### config.mk
export PLATFORM = sky130hd
export DESIGN_NAME = blackice_mx_pll_sequencer
export DESIGN_NICKNAME = d
export VERILOG_FILES = /design/src/rtl/blackice_mx_pll_seq_pkg.sv /design/src/rtl/blackice_mx_sync2.sv /design/src/rtl/blackice_mx_pll_sequencer.sv
export SDC_FILE = /design/constraint.sdc
export NUM_CORES = 1
export LEC_CHECK = 0
export BUFFER_PORTS_ARGS = -buffer_cell sky130_fd_sc_hd__buf_2
export CAP_MARGIN = 20
export CORE_MARGIN = 2
export CORE_UTILIZATION = 61
export DETAILED_ROUTE_END_ITERATION = 8
export GPL_TIMING_DRIVEN = 0
export PLACE_DENSITY = 0.81
export SLEW_MARGIN = 20
export SYNTH_ARGS = -nofsm -noshare
export SYNTH_HDL_FRONTEND = slang
export SYNTH_SLANG_ARGS = --single-unit
export TNS_END_PERCENT = 1
### constraint.sdc
create_clock -name clock_in -period 6.04 [get_ports clock_in]
set_clock_uncertainty 0.1 [all_clocks]
set_input_delay 1.208 -clock clock_in [delete_from_list [all_inputs] [get_ports clock_in]]
set_output_delay 1.208 -clock clock_in [all_outputs]
set_load 0.02 [all_outputs]
### src/rtl/blackice_mx_pll_seq_pkg.sv
// Shared types and helpers for the BlackIce MX PLL bring-up sequencer.
package blackice_mx_pll_seq_pkg;

    typedef enum logic [2:0] {
        PLL_RST,
        WAIT_LOCK,
        STABLE,
        SDRAM_REL,
        RUN,
        FAULT
    } seq_state_e;

    typedef struct packed {
        logic pll_resetb;
        logic sdram_reset;
        logic system_reset;
        logic ready;
        logic fault;
    } seq_out_t;

    // Bits needed to hold the largest of the four cycle-count parameters.
    function automatic int unsigned cnt_width(input int unsigned a,
                                              input int unsigned b,
                                              input int unsigned c,
                                              input int unsigned d);
        int unsigned m;
        m = a;
        if (b > m) m = b;
        if (c > m) m = c;
        if (d > m) m = d;
        return (m == 0) ? 1 : $clog2(m + 1);
    endfunction

    // Output pattern presented while the sequencer sits in a given state.
    function automatic seq_out_t state_outputs(input seq_state_e s);
        seq_out_t o;
        o = '{pll_resetb: 1'b1, sdram_reset: 1'b1, system_reset: 1'b1,
              ready: 1'b0, fault: 1'b0};
        case (s)
            PLL_RST:   o.pll_resetb = 1'b0;
            SDRAM_REL: o.sdram_reset = 1'b0;
            RUN: begin
                o.sdram_reset  = 1'b0;
                o.system_reset = 1'b0;
                o.ready        = 1'b1;
            end
            FAULT: begin
                o.pll_resetb = 1'b0;
                o.fault      = 1'b1;
            end
            default: ;
        endcase
        return o;
    endfunction

endpackage

### src/rtl/blackice_mx_sync2.sv
// Two-flop synchronizer with synchronous active-high clear.
module blackice_mx_sync2 (
    input  logic clk,
    input  logic rst,
    input  logic d,
    output logic q
);

    logic meta;

    always_ff @(posedge clk) begin
        if (rst) begin
            meta <= 1'b0;
            q    <= 1'b0;
        end else begin
            meta <= d;
            q    <= meta;
        end
    end

endmodule

### src/rtl/blackice_mx_pll_sequencer.sv
// PLL40 bring-up sequencer: pulses RESETB, waits for a stable lock with retry,
// then releases the SDRAM and system resets in order.
module blackice_mx_pll_sequencer
    import blackice_mx_pll_seq_pkg::*;
#(
    parameter int unsigned PLL_RESET_CYCLES   = 32,
    parameter int unsigned LOCK_TIMEOUT       = 65535,
    parameter int unsigned LOCK_STABLE_CYCLES = 1024,
    parameter int unsigned SDRAM_TO_SYS_GAP   = 16,
    parameter int unsigned MAX_RETRIES        = 7,
    localparam int unsigned RETRY_W           = $clog2(MAX_RETRIES + 1)
) (
    input  logic               clock_in,
    input  logic               reset,
    input  logic               pll_locked,
    input  logic               soft_restart,
    input  logic               fault_clear,
    output logic               pll_resetb,
    output logic               sdram_reset,
    output logic               system_reset,
    output logic               ready,
    output logic               fault,
    output logic [RETRY_W-1:0] retry_count
);

    localparam int unsigned CNT_W = cnt_width(PLL_RESET_CYCLES, LOCK_TIMEOUT,
                                              LOCK_STABLE_CYCLES, SDRAM_TO_SYS_GAP);
    localparam int unsigned PLL_LAST    = PLL_RESET_CYCLES - 1;
    localparam int unsigned TIMEOUT_LAST = LOCK_TIMEOUT - 1;
    localparam int unsigned STABLE_LAST = LOCK_STABLE_CYCLES - 1;
    localparam int unsigned GAP_LAST    = (SDRAM_TO_SYS_GAP == 0) ? 0 : SDRAM_TO_SYS_GAP - 1;
    // Saturation point: MAX_RETRIES+1 unless that does not fit the port width.
    localparam int unsigned RETRY_MAX_ENC = (2 ** RETRY_W) - 1;
    localparam int unsigned RETRY_SAT = (MAX_RETRIES + 1 > RETRY_MAX_ENC) ?
                                        RETRY_MAX_ENC : MAX_RETRIES + 1;

    seq_state_e       state;
    seq_out_t         outs_q;
    logic [CNT_W-1:0] cnt;
    logic             lock_s;
    logic             sr_q;
    logic             sr_rise_c;

    blackice_mx_sync2 u_lock_sync (
        .clk (clock_in),
        .rst (reset),
        .d   (pll_locked),
        .q   (lock_s)
    );

    assign sr_rise_c = soft_restart & ~sr_q;

    // Sequencer FSM; outputs are loaded together with each state change.
    always_ff @(posedge clock_in) begin
        if (reset) begin
            state       <= PLL_RST;
            outs_q      <= state_outputs(PLL_RST);
            cnt         <= '0;
            retry_count <= '0;
            sr_q        <= 1'b0;
        end else begin
            sr_q <= soft_restart;
            if (sr_rise_c && (state != FAULT)) begin
                state  <= PLL_RST;
                outs_q <= state_outputs(PLL_RST);
                cnt    <= '0;
            end else begin
                case (state)
                    PLL_RST: begin
                        if (cnt == CNT_W'(PLL_LAST)) begin
                            state  <= WAIT_LOCK;
                            outs_q <= state_outputs(WAIT_LOCK);
                            cnt    <= '0;
                        end else begin
                            cnt <= cnt + CNT_W'(1);
                        end
                    end
                    WAIT_LOCK: begin
                        if (lock_s) begin
                            state  <= STABLE;
                            outs_q <= state_outputs(STABLE);
                            cnt    <= '0;
                        end else if (cnt == CNT_W'(TIMEOUT_LAST)) begin
                            cnt <= '0;
                            if (retry_count != RETRY_W'(RETRY_SAT)) begin
                                retry_count <= retry_count + RETRY_W'(1);
                            end
                            // Incremented count exceeding MAX_RETRIES gives up.
                            if (retry_count >= RETRY_W'(MAX_RETRIES)) begin
                                state  <= FAULT;
                                outs_q <= state_outputs(FAULT);
                            end else begin
                                state  <= PLL_RST;
                                outs_q <= state_outputs(PLL_RST);
                            end
                        end else begin
                            cnt <= cnt + CNT_W'(1);
                        end
                    end
                    STABLE: begin
                        if (!lock_s) begin
                            cnt <= '0;
                        end else if (cnt == CNT_W'(STABLE_LAST)) begin
                            state  <= SDRAM_REL;
                            outs_q <= state_outputs(SDRAM_REL);
                            cnt    <= '0;
                        end else begin
                            cnt <= cnt + CNT_W'(1);
                        end
                    end
                    SDRAM_REL: begin
                        if (!lock_s) begin
                            state  <= PLL_RST;
                            outs_q <= state_outputs(PLL_RST);
                            cnt    <= '0;
                        end else if (cnt == CNT_W'(GAP_LAST)) begin
                            state  <= RUN;
                            outs_q <= state_outputs(RUN);
                            cnt    <= '0;
                        end else begin
                            cnt <= cnt + CNT_W'(1);
                        end
                    end
                    RUN: begin
                        cnt <= '0;
                        if (!lock_s) begin
                            state  <= PLL_RST;
                            outs_q <= state_outputs(PLL_RST);
                        end
                    end
                    FAULT: begin
                        cnt <= '0;
                        if (fault_clear) begin
                            state       <= PLL_RST;
                            outs_q      <= state_outputs(PLL_RST);
                            retry_count <= '0;
                        end
                    end
                    default: begin
                        state  <= PLL_RST;
                        outs_q <= state_outputs(PLL_RST);
                        cnt    <= '0;
                    end
                endcase
            end
        end
    end

    assign pll_resetb   = outs_q.pll_resetb;
    assign sdram_reset  = outs_q.sdram_reset;
    assign system_reset = outs_q.system_reset;
    assign ready        = outs_q.ready;
    assign fault        = outs_q.fault;

endmodule

==> metrics.txt <==
Core Region=2430 um2; cell family with most CP delay=simple AND/OR/NAND/NOR gates; register clock-pin slew on the reported worst setup and hold paths=roughly 0.090 ns; Ports=13; RePlAce Congestion=between 0.9 and 1; largest net degree at the start of global routing=11; die area=about 2900 um2; routed wire length=2850 um; Yosys reg bits=30; Final setup viols=0; Max-Cap Viols=0; Cell variety after synth=43; vias in the first global route=between 1000 and 1500; hpwl dp=2080 um; CTS tree=yes; number of synthesized flops with an enable pin=0; Tcrit/Tclk final=~44%; RSZ-0062 raised after global routing=false; GR Overflow Total=0; Hold Crit Class=reg -> reg; Tmin final=2.66 ns; drt first pass iters=4; commonest non-fill, non-tap cell in the layout=dfxtp_1; fraction of layout cells with a size suffix above 1=between 15 and 20%; Tot Pwr=between 0.3 and 0.4 mW; crit path kind=reg -> reg; setup total negative slack=0 ns; Crit-path slowest cell=nor4_2; Mapped Cells=between 150 and 200; slew of the pin with the lowest slew margin=~0.72 ns; Main synth FF type=dfxtp_1; relative slew slack=51.8%; YS warnings=0; FMAX=roughly 380 MHz; Vias=around 1300; final hold violation count=0; hold_buf cts=0; starting density of the core=between 60% and 70%; Worst setup EP type=flip-flop; GR Util All Layers=22.5%; post-synthesis sequential area ratio=roughly two fifths; Arrival @ worst endpoint=2.77 ns; syn avg cell area=around 9 um2; CP cell instances=ha_1 -> nor4b_1 -> nand4b_4 -> o21a_1 -> nor4_2 -> buf_2 -> nor3_1; Final ANT Viol Nets=0; total CTS buffers=5; Synth area leaders=dfxtp_1 39%, nor3_1 7.8%, xor2_1 5.1%; DR iter-0 viols=25; height of the chip=54.1 um; CP Max Fanout=10; Pwr per Cell Area=about 200 nW/um2; wire length per cell=13.0 um; CP required=just over 6 ns; Yosys top cell area share=39.2%; Area Overhead vs Synth=9.96%; Pleak=approximately 0.68 nW; Synth area leader=dfxtp_1; Worst Path Buf+Inv=1; Clock Latency Late Sink=0.34 ns; startpoint types=flip-flop; commonest cells after routing, fill and taps aside=30 x dfxtp_1, 24 x nor3_1, 14 x nand2_1; CTS root buf=clkbuf_4; ANT cells=0; DR DRC count=0; Rows=18; Chip Width=54.1 um; maximum vdd drop=around 0.18 mV; syn nets=180; setup bufs post-CTS=0; Via density=roughly 5.9; Synth async-reset ratio=0%; nets@finish=about 200; Post-CTS Resized=0; first-pass GRT wire length=between 4000 and 5000 um; port bufs=11; initial antenna violation count=0; clk buf depth=2; Max stage delay on crit path=roughly 0.55 ns; H-Tree Depth=2; max-slew violations=0; CTS Sinks=30; Syn Std Cell Area=~1500 um2; outcome=finished clean
-- stage by stage --
stage,hold slack [ns],utilization (%),instances,cell area [um2],setup WS [ns]
after floorplan,0.314,-,171,1530,3.36
after global placement,0.317,66.8,212,1630,3.20
after detailed placement,0.340,66.8,212,1630,3.18
after CTS,0.358,69.3,220,1690,3.38
after global routing,0.376,69.3,220,1690,3.19
final,0.346,69.3,220,1690,3.38
-- Yosys cell counts, types with 3 or more instances --
cell type / count
mux2i_1: 6
xnor2_1: 5
nand4_1: 5
and3_1: 3
nand2b_1: 3
a21oi_1: 4
nand3_1: 6
nand2_1: 14
nor2_1: 8
xor2_1: 9
ha_1: 4
inv_1: 6
nor3_1: 24
clkbuf_1: 3
nor2b_1: 6
dfxtp_1: 30
-- report_power, final --
group	internal, mW	total (mW)	leakage [nW]	switching [mW]
Clock	0.0563	0.124	0.0353	0.0674
Combinational	0.00380	0.0107	0.399	0.00692
Sequential	0.200	0.201	0.243	0.00155
Total	0.260	0.336	0.677	0.0759
-- flip-flops by register name, indices dropped and copies added (netlist names) --
| register | flops |
|---|---|
| ready | 1 |
| sdram_reset | 1 |
| system_reset | 1 |
| fault | 1 |
| sr_q | 1 |
| pll_resetb | 1 |
| state | 3 |
| cnt | 16 |
| retry_count | 3 |
| u_lock_sync.meta | 1 |
| u_lock_sync.q | 1 |
-- metal layers --
layer	vias to the layer above	wire length [um]	GRT usage (%)
met5	-	0	0
met4	0	57	11.3
met3	7	160	9.44
met2	28	1270	33.1
met1	621	1370	27.8
li1	651	-	-
-- cell type report --
| class | instances | area [um2] |
|---|---|---|
| sequential | 30 | 601 |
| clock inverter | 1 | 5.00 |
| fill | 195 | 747 |
| timing repair buffer | 11 | 55.1 |
| clock buffer | 7 | 55.1 |
| tap | 30 | 37.5 |
| multi-input combinational | 128 | 871 |
| inverter | 6 | 22.5 |
| buffer | 7 | 38.8 |
-- cells by family (layout without fill, tap and decap cells) --
family          count (synthesis)  in the layout  synth area share, %
simple gates                   86             86                 33.4
flops                          30             30                 39.2
compound gates                 17             17                 7.26
xor+xnor                       14             14                 8.00
buf+inv                        13             32                 4.00
mux                             7              7                 4.90
fa+ha+maj                       4              4                 3.27
-- final timing paths --
path | depth (start not counted) | startpoint | endpoint | slack, ns
min | 1 | u_lock_sync.meta | u_lock_sync.q | 0.35
min reg2reg | 1 | u_lock_sync.meta | u_lock_sync.q | 0.35
max | 7 | cnt[0] | cnt[7] | 3.38
max reg2reg | 7 | cnt[0] | cnt[7] | 3.38
(Power assumes the default switching activity.)
